===== src/rtl/bcd_disp_pkg.sv =====
// Shared seven-segment definitions for the BCD display path.
// Patterns are active-high with bit order {g,f,e,d,c,b,a}.
package bcd_disp_pkg;

    localparam int SEG_A = 0;
    localparam int SEG_B = 1;
    localparam int SEG_C = 2;
    localparam int SEG_D = 3;
    localparam int SEG_E = 4;
    localparam int SEG_F = 5;
    localparam int SEG_G = 6;

    localparam logic [6:0] SEG_0    = 7'h3F;
    localparam logic [6:0] SEG_1    = 7'h06;
    localparam logic [6:0] SEG_2    = 7'h5B;
    localparam logic [6:0] SEG_3    = 7'h4F;
    localparam logic [6:0] SEG_4    = 7'h66;
    localparam logic [6:0] SEG_5    = 7'h6D;
    localparam logic [6:0] SEG_6    = 7'h7D;
    localparam logic [6:0] SEG_7    = 7'h07;
    localparam logic [6:0] SEG_8    = 7'h7F;
    localparam logic [6:0] SEG_9    = 7'h6F;
    localparam logic [6:0] SEG_DASH = 7'(1 << SEG_G);
    localparam logic [6:0] SEG_OFF  = 7'h00;

endpackage


===== src/rtl/bcd_to_seg7.sv =====
// Combinational BCD to seven-segment decoder, active-high output.
// Non-decimal codes 10-15 show a single dash.
module bcd_to_seg7
    import bcd_disp_pkg::*;
(
    input  logic [3:0] bcd,
    output logic [6:0] seg
);

    always_comb begin
        seg = SEG_DASH;
        case (bcd)
            4'd0: seg = SEG_0;
            4'd1: seg = SEG_1;
            4'd2: seg = SEG_2;
            4'd3: seg = SEG_3;
            4'd4: seg = SEG_4;
            4'd5: seg = SEG_5;
            4'd6: seg = SEG_6;
            4'd7: seg = SEG_7;
            4'd8: seg = SEG_8;
            4'd9: seg = SEG_9;
            default: seg = SEG_DASH;
        endcase
    end

endmodule


===== src/rtl/bcd_seg_scanner.sv =====
// Multiplexed seven-segment scanner: per-frame snapshot of packed BCD,
// leading-zero blanking, polarity applied only at the output registers.
module bcd_seg_scanner
    import bcd_disp_pkg::*;
#(
    parameter int DIGITS      = 4,
    parameter int REFRESH_DIV = 50000,
    parameter int ACTIVE_LOW  = 1
) (
    input  logic                  clk,
    input  logic                  rst,
    input  logic                  en,
    input  logic [4*DIGITS-1:0]   bcd_in,
    input  logic [DIGITS-1:0]     dp_in,
    input  logic                  blank_lz,
    output logic [6:0]            seg,
    output logic                  dp,
    output logic [DIGITS-1:0]     an,
    output logic                  frame_tick
);

    localparam int   PW  = (REFRESH_DIV > 1) ? $clog2(REFRESH_DIV) : 1;
    localparam int   IW  = (DIGITS > 1) ? $clog2(DIGITS) : 1;
    localparam logic POL = (ACTIVE_LOW != 0);

    logic [PW-1:0]       presc;
    logic [IW-1:0]       idx;
    logic [4*DIGITS-1:0] snap_bcd;
    logic [DIGITS-1:0]   snap_dp;

    logic                frame_start;
    logic [4*DIGITS-1:0] cur_bcd;
    logic [DIGITS-1:0]   cur_dp;
    logic [3:0]          cur_digit;
    logic [6:0]          dec_seg;
    logic [DIGITS-1:0]   upper_zero;
    logic                blank;
    logic [DIGITS-1:0]   an_on;
    logic [6:0]          seg_on;
    logic                dp_on;

    assign frame_start = rst && en && (presc == '0) && (idx == '0);
    assign frame_tick  = frame_start;

    // Forward the live inputs on the load cycle so digit 0 of the new frame
    // reaches the outputs one edge after its sample point.
    assign cur_bcd   = frame_start ? bcd_in : snap_bcd;
    assign cur_dp    = frame_start ? dp_in  : snap_dp;
    assign cur_digit = cur_bcd[4*idx +: 4];

    bcd_to_seg7 u_dec (
        .bcd (cur_digit),
        .seg (dec_seg)
    );

    // upper_zero[i]: digits i..DIGITS-1 are all zero; digit 0 never qualifies.
    always_comb begin
        upper_zero = '0;
        for (int unsigned i = 1; i < DIGITS; i++)
            upper_zero[i] = ((cur_bcd >> (4*i)) == '0);
    end

    assign blank  = blank_lz && upper_zero[idx];
    assign an_on  = DIGITS'(1) << idx;
    assign seg_on = blank ? SEG_OFF : dec_seg;
    assign dp_on  = cur_dp[idx];

    always_ff @(posedge clk) begin
        if (!rst) begin
            presc    <= '0;
            idx      <= '0;
            snap_bcd <= '0;
            snap_dp  <= '0;
            an       <= {DIGITS{POL}};
            seg      <= {7{POL}};
            dp       <= POL;
        end else if (en) begin
            if (frame_start) begin
                snap_bcd <= bcd_in;
                snap_dp  <= dp_in;
            end
            if (presc == PW'(REFRESH_DIV - 1)) begin
                presc <= '0;
                idx   <= (idx == IW'(DIGITS - 1)) ? '0 : idx + 1'b1;
            end else begin
                presc <= presc + 1'b1;
            end
            an  <= an_on  ^ {DIGITS{POL}};
            seg <= seg_on ^ {7{POL}};
            dp  <= dp_on  ^ POL;
        end else begin
            an  <= {DIGITS{POL}};
            seg <= {7{POL}};
            dp  <= POL;
        end
    end

endmodule


===== config.mk =====
export PLATFORM = sky130hd
export DESIGN_NAME = bcd_seg_scanner
export DESIGN_NICKNAME = d
export VERILOG_FILES = /design/src/rtl/bcd_disp_pkg.sv /design/src/rtl/bcd_to_seg7.sv /design/src/rtl/bcd_seg_scanner.sv
export SDC_FILE = /design/constraint.sdc
export NUM_CORES = 1
export LEC_CHECK = 0
export ABC_AREA = 1
export BUFFER_PORTS_ARGS = -buffer_cell sky130_fd_sc_hd__buf_2
export CAP_MARGIN = 0
export CORE_MARGIN = 10
export CORE_UTILIZATION = 35
export CTS_BUF_LIST = sky130_fd_sc_hd__clkbuf_4 sky130_fd_sc_hd__clkbuf_8
export DETAILED_ROUTE_END_ITERATION = 10
export GPL_ROUTABILITY_DRIVEN = 0
export PLACE_DENSITY_LB_ADDON = 0.15
export SETUP_SLACK_MARGIN = 0.02
export SLEW_MARGIN = 15
export SYNTH_ARGS = -nofsm -noshare
export SYNTH_HDL_FRONTEND = slang
export SYNTH_SLANG_ARGS = --single-unit

===== constraint.sdc =====
create_clock -name clk -period 2.9 [get_ports clk]
set_input_delay 0.435 -clock clk [delete_from_list [all_inputs] [get_ports clk]]
set_output_delay 0.435 -clock clk [all_outputs]
set_load 0.01 [all_outputs]

Word level (Yosys, flattened, before mapping):

Memories as Yosys holds them, arrays and structs flattened.
Cells that the tools add are included.

* bits in read-only memories: 112
* flip-flop bits (word level): 50
* output and inout bits: 13
* word-level logic and storage cells: 38
* memories: 1

Memories
* (no name shown): depth 16, bits a word 7, rd ports 1, clocked after memory_dff 0, write ports 0, line bcd_to_seg7.sv:12 `case (bcd)`

* shifts and indexed selects: 2
* reduce and logical (&&, ||, !) cells: 11
* $add $sub $neg: 2
* equality and inequality tests: 2
* bitwise operators: 3
* magnitude comparators: 1
* mux-type cells: 9

Operators by type and width (count)
* $logic_not A16 Y1: 4
* $mux W16: 2
* $add A16 B1 Y16 const B: 1
* $eq A16 B16 Y1 const B: 1
* $shiftx A16 B5 Y4: 1
* $mux W7: 1
* $not A7 Y7: 1
* $bmux W1 S2: 2
* $logic_and A1 B1 Y1: 4
* $mux W4: 1
* $not A4 Y4: 1
* $reduce_and A2 Y1: 2
* $shl A1 B2 Y4 const A: 1
* $lt A2 B3 Y1 const B: 1
* $add A2 B1 Y2 const B: 1
* $eq A2 B2 Y1 const B: 1
* $logic_not A2 Y1: 1
* $mux W1: 2
* $mux W2: 1
* $not A1 Y1: 1

Logic depth before layout (Yosys ltp):

* word-level depth: 10
* mapped depth: 21
* gate-level depth less buffers: 19

Cells and area by module:

From an unflattened synthesis, not the netlist that was laid out.

* cell total of the unflattened synthesis: 371
* area total of the unflattened synthesis: 2642.5 µm²

By module, submodules not included
* bcd_seg_scanner: area an instance 2449.8 µm², cells an instance 335, sequential area each 1001.0 µm², times used 1
* bcd_to_seg7: area an instance 192.7 µm², cells an instance 36, sequential area each 0.0 µm², times used 1

Least setup slack after synthesis:

No wires, ideal clock.

* path type: reg2reg
* start point: register idx[0]
* end point: register seg[3]
* arrival: 2.365 ns
* path slack: 0.406 ns
* stages on the path, launching flop included: 21
* buffers on the path: 2
* clock period less this slack: 2.494 ns
* path through: dfxtp_1 > clkbuf_1 > inv_1 > ha_1 > nand2_1 > inv_1 > nand2_1 > nor2_4 > nand3_4 > buf_6 > nand2_1 > nand2_1 > nand2_1 > o21ai_0 > inv_1 > nand2_1 > inv_1 > ha_1 > nand2_1 > nand3_1 > nand3_1

* longest elaborated chain between the ends: 9
* elaborated cells between the ends (all ways): 13

Ends and longest elaborated chain
* start: declaration: line bcd_seg_scanner.sv:27 `logic [IW-1:0] idx;`
* start signal: assignment: line bcd_seg_scanner.sv:84 `idx <= (idx == IW'(DIGITS - 1)) ? '0 : idx + 1'b1;`
* parallel branches: the longest is 7 deep, another holds $mem_v2 Z16 W7
* $mux W7 *: line bcd_seg_scanner.sv:65 `assign seg_on = blank ? SEG_OFF : dec_seg;`
* $not A7 Y7 (no line) *
* end signal: assignment: line bcd_seg_scanner.sv:75 `seg <= {7{POL}};`
* end signal: assignment: line bcd_seg_scanner.sv:89 `seg <= seg_on ^ {7{POL}};`
* end signal: assignment: line bcd_seg_scanner.sv:93 `seg <= {7{POL}};`
* end: declaration: line bcd_seg_scanner.sv:16 `output logic [6:0] seg,`

Mark *: on every way between the ends. The select of a mux whose other input is x is not followed.
A chain may end at the register's enable or synchronous reset.

Worst setup path after layout:

* start point: register idx[1]
* end point: register seg[0]

Same word-level chain as after synthesis.

==> impl_results.rst <==
.. list-table::
   :header-rows: 1

   * - Metric
     - Value
   * - Static leakage power
     - 1.32 nW
   * - Pwr dens
     - 452 mW/mm^2
   * - Floorplan row count
     - 31
   * - Synth unique cells
     - 35
   * - Wire length of the first global-routing pass
     - 10300 um
   * - Sequential share of the synthesized area
     - 39.1%
   * - Capturing element type of the critical path
     - flip-flop
   * - Signal arrival time at the worst endpoint
     - 2.70 ns
   * - Area of the die
     - 0.0111 sq mm
   * - Placed Area
     - 0.00286 sq mm
   * - Horiz. Die Dim
     - 106 um
   * - Overall routing resource usage
     - 11.2%
   * - Mean Syn Cell Area
     - 7.42 sq um
   * - Biggest fanout along the worst timing path
     - 9
   * - Clock latency reported for the late side of the worst-skew pair
     - 0.30 ns
   * - Post-Syn Instances
     - 345
   * - Synthesized Nets
     - 380
   * - Final Max Slew Viols
     - 0
   * - Post-cts resize count
     - 0
   * - Start point of the critical path
     - idx[1]
   * - I/O Buffers
     - 36
   * - Number of buffers inserted during clock tree synthesis
     - 5
   * - TritonCTS sink count
     - 50
   * - Inserted Diodes
     - 0
   * - Total of flip-flops plus latches after synthesis
     - 50
   * - Final WL
     - 5990 um
   * - DR vias/cell
     - 4.55
   * - Path category of the worst min-delay check
     - primary input to flip-flop
   * - Worst relative slew slack
     - 47.6%
   * - Post-CTS Hold Fix Bufs
     - 0
   * - Post-detailed-route count of antenna-violating nets
     - 0
   * - Pin count of the biggest net entering global routing
     - 25
   * - Routed wire per std cell
     - 12.3 um
   * - Async set-reset flop share out of synthesis
     - 0%
   * - Unrepaired setup endpoints after global routing
     - no
   * - Area occupied by multi-input gates
     - 0.00137 sq mm
   * - Ports placed on the boundary
     - 37
   * - Category of the worst setup path launch point
     - flip-flop
   * - Number of hold violations in the final report
     - 0
   * - Post-Synthesis Cell Area
     - 0.00256 sq mm
   * - Initial core utilization
     - 35.7%
   * - GRT overflow
     - 0
   * - Max Buffers Root-to-Sink
     - 2
   * - Total via count after detailed routing
     - 2218
   * - Type of the worst setup path
     - flip-flop to flip-flop
   * - Hold path start
     - bcd_in[0]
   * - CTS tree
     - yes
   * - Status
     - finished clean
   * - Largest area contributor in the netlist
     - sky130_fd_sc_hd__dfxtp_1
   * - # H-tree levels
     - 2
   * - Post-CTS Setup Repair Bufs
     - 0
   * - Post-Route Setup TNS
     - 0 ns
   * - Total of fill cells in the finished design
     - 765
   * - Tcrit/Tclk final
     - 87.0%
   * - Floorplan Core Area
     - 0.00718 sq mm
   * - Peak supply drop
     - 0.232 mV
   * - EDFF count, synth
     - 0
   * - Synthesis-to-finish area growth
     - 15.6%
   * - Number of endpoints failing setup at the final stage
     - 0
   * - Number of max-cap violations
     - 0
   * - Dominant synthesized flop cell
     - sky130_fd_sc_hd__dfxtp_1
   * - Fraction of layout cells with a size suffix above 1
     - 22.4%
   * - Number of nets in the layout
     - 422
   * - Die Y-Extent
     - 106 um
   * - Design Area, Final
     - 0.00296 sq mm
   * - Commonest cells in the synthesized netlist
     - sky130_fd_sc_hd__nand2_1, sky130_fd_sc_hd__dfxtp_1, sky130_fd_sc_hd__inv_1
   * - Highest attainable clock frequency
     - 0.396 GHz
   * - Storage cell area
     - 0.00100 sq mm
   * - CTS clk-pin slew, worst paths
     - 0.08 ns
   * - Required arrival time at the worst endpoint
     - 3.07 ns
   * - Number of antenna violations at the first check in global routing
     - 0
   * - Worst-margin pin slew
     - 0.784 ns
   * - DPL Wire Length
     - 4830 um
   * - Number of global-route vias before repair
     - 2138
   * - First-pass detailed-route iteration total
     - 4
   * - Fraction of post-synthesis cell area in the top cell type by area
     - 39.1%
   * - Top post-synthesis cells by area
     - sky130_fd_sc_hd__dfxtp_1, sky130_fd_sc_hd__nand2_1, sky130_fd_sc_hd__inv_1, sky130_fd_sc_hd__ha_1, sky130_fd_sc_hd__nor2_1
   * - Remaining routing DRC violations
     - 0
   * - Most common cell in the netlist
     - sky130_fd_sc_hd__nand2_1
   * - Maximum clock skew at final layout
     - 0.00675 ns
   * - Root cell of the clock tree
     - sky130_fd_sc_hd__clkbuf_8
   * - Tmin final
     - 2.52 ns
   * - Number of violations reported at the end of detailed-routing iteration 0
     - 109
   * - Reg2reg start
     - idx[1]
   * - Number of warnings issued by yosys
     - 0
[registers in the layout (all words and copies together) (netlist names)]
name and cells:
presc 16, snap_bcd 16, seg 7, an 4, snap_dp 4, idx 2
dp 1
[where the power goes]
group,internal (W),switching (W)
Combinational,0.0000689,0.000124
Clock,0.000202,0.000223
Sequential,0.000713,0.00000773
[routing by layer]
layer | vias to the layer above | global-route usage, % | routed length (um)
met3 | 2 | 3.11 | 364
met4 | 0 | 3.19 | 29
met1 | 971 | 14.6 | 2830
met5 | - | 0 | 0
met2 | 52 | 17.5 | 2760
li1 | 1193 | - | -
[through the flow]
step / instances / hold WS, ns / power [W] / util, % / setup slack [ns]
after floorplan: 345 / 0.446 / 0.000871 / - / 0.406
after global placement: 479 / 0.460 / 0.000931 / 39.9 / 0.363
after detailed placement: 479 / 0.463 / 0.000932 / 39.9 / 0.349
after CTS: 487 / 0.393 / 0.00136 / 41.2 / 0.338
after global routing: 487 / 0.408 / 0.00142 / 41.2 / 0.0251
final: 487 / 0.402 / 0.00134 / 41.2 / 0.377
[logic make-up (layout without fill, tap and decap cells)]
group | count (synthesis) | after routing | synth area share [%]
fa+ha+maj | 11 | 11 | 5.38
compound gates | 36 | 36 | 8.16
buf+inv | 49 | 92 | 7.53
simple gates | 195 | 195 | 38.4
xor+xnor | 2 | 2 | 0.684
mux | 2 | 2 | 0.782
flops | 50 | 50 | 39.1
[critical path, cell delays in order (launching register included)]
cell and delay (ns):
sky130_fd_sc_hd__dfxtp_1 0.37, sky130_fd_sc_hd__clkinv_1 0.08, sky130_fd_sc_hd__ha_1 0.16, sky130_fd_sc_hd__nand2_1 0.06, sky130_fd_sc_hd__inv_1 0.05, sky130_fd_sc_hd__nand2_1 0.09
sky130_fd_sc_hd__nor2_2 0.29, sky130_fd_sc_hd__nand3_4 0.19, sky130_fd_sc_hd__nand2_1 0.12, sky130_fd_sc_hd__o21ai_2 0.09, sky130_fd_sc_hd__o21ai_1 0.14, sky130_fd_sc_hd__inv_1 0.06
sky130_fd_sc_hd__nand2_2 0.10, sky130_fd_sc_hd__inv_1 0.08, sky130_fd_sc_hd__ha_1 0.18, sky130_fd_sc_hd__nand3b_1 0.17, sky130_fd_sc_hd__nand3_1 0.09, sky130_fd_sc_hd__nand3_1 0.07
[placed cells by master (no fill, tap or decap), drive strengths merged]
master	count
clkbuf	7
or2	1
nor2	49
a211oi	3
nor2b	1
a31oi	1
dfxtp	50
nand2	94
buf	39
xnor2	1
nor3b	2
nand4	11
a21oi	18
nand3	28
nor3	6
ha	11
nand3b	3
o211a	1
o21ai	12
mux2i	2
inv	43
a221oi	1
xor2	1
clkinv	3
[worst paths after layout]
path / endpoint / slack (ns) / cells past startpoint
max: seg[0] / 0.38 / 17
min: snap_bcd[0] / 0.40 / 3
max reg2reg: seg[0] / 0.38 / 17
min reg2reg: snap_bcd[1] / 0.48 / 2
[area by class of cell]
type	instances	area share, %
Clock buffer	7	3.04
Clock inverter	1	0.169
Inverter	45	5.75
Multi-Input combinational cell	246	46.2
Sequential cell	50	33.8
Tap cell	99	4.19
Timing Repair Buffer	39	6.85
No activity file was read; power rests on OpenSTA's default activity.
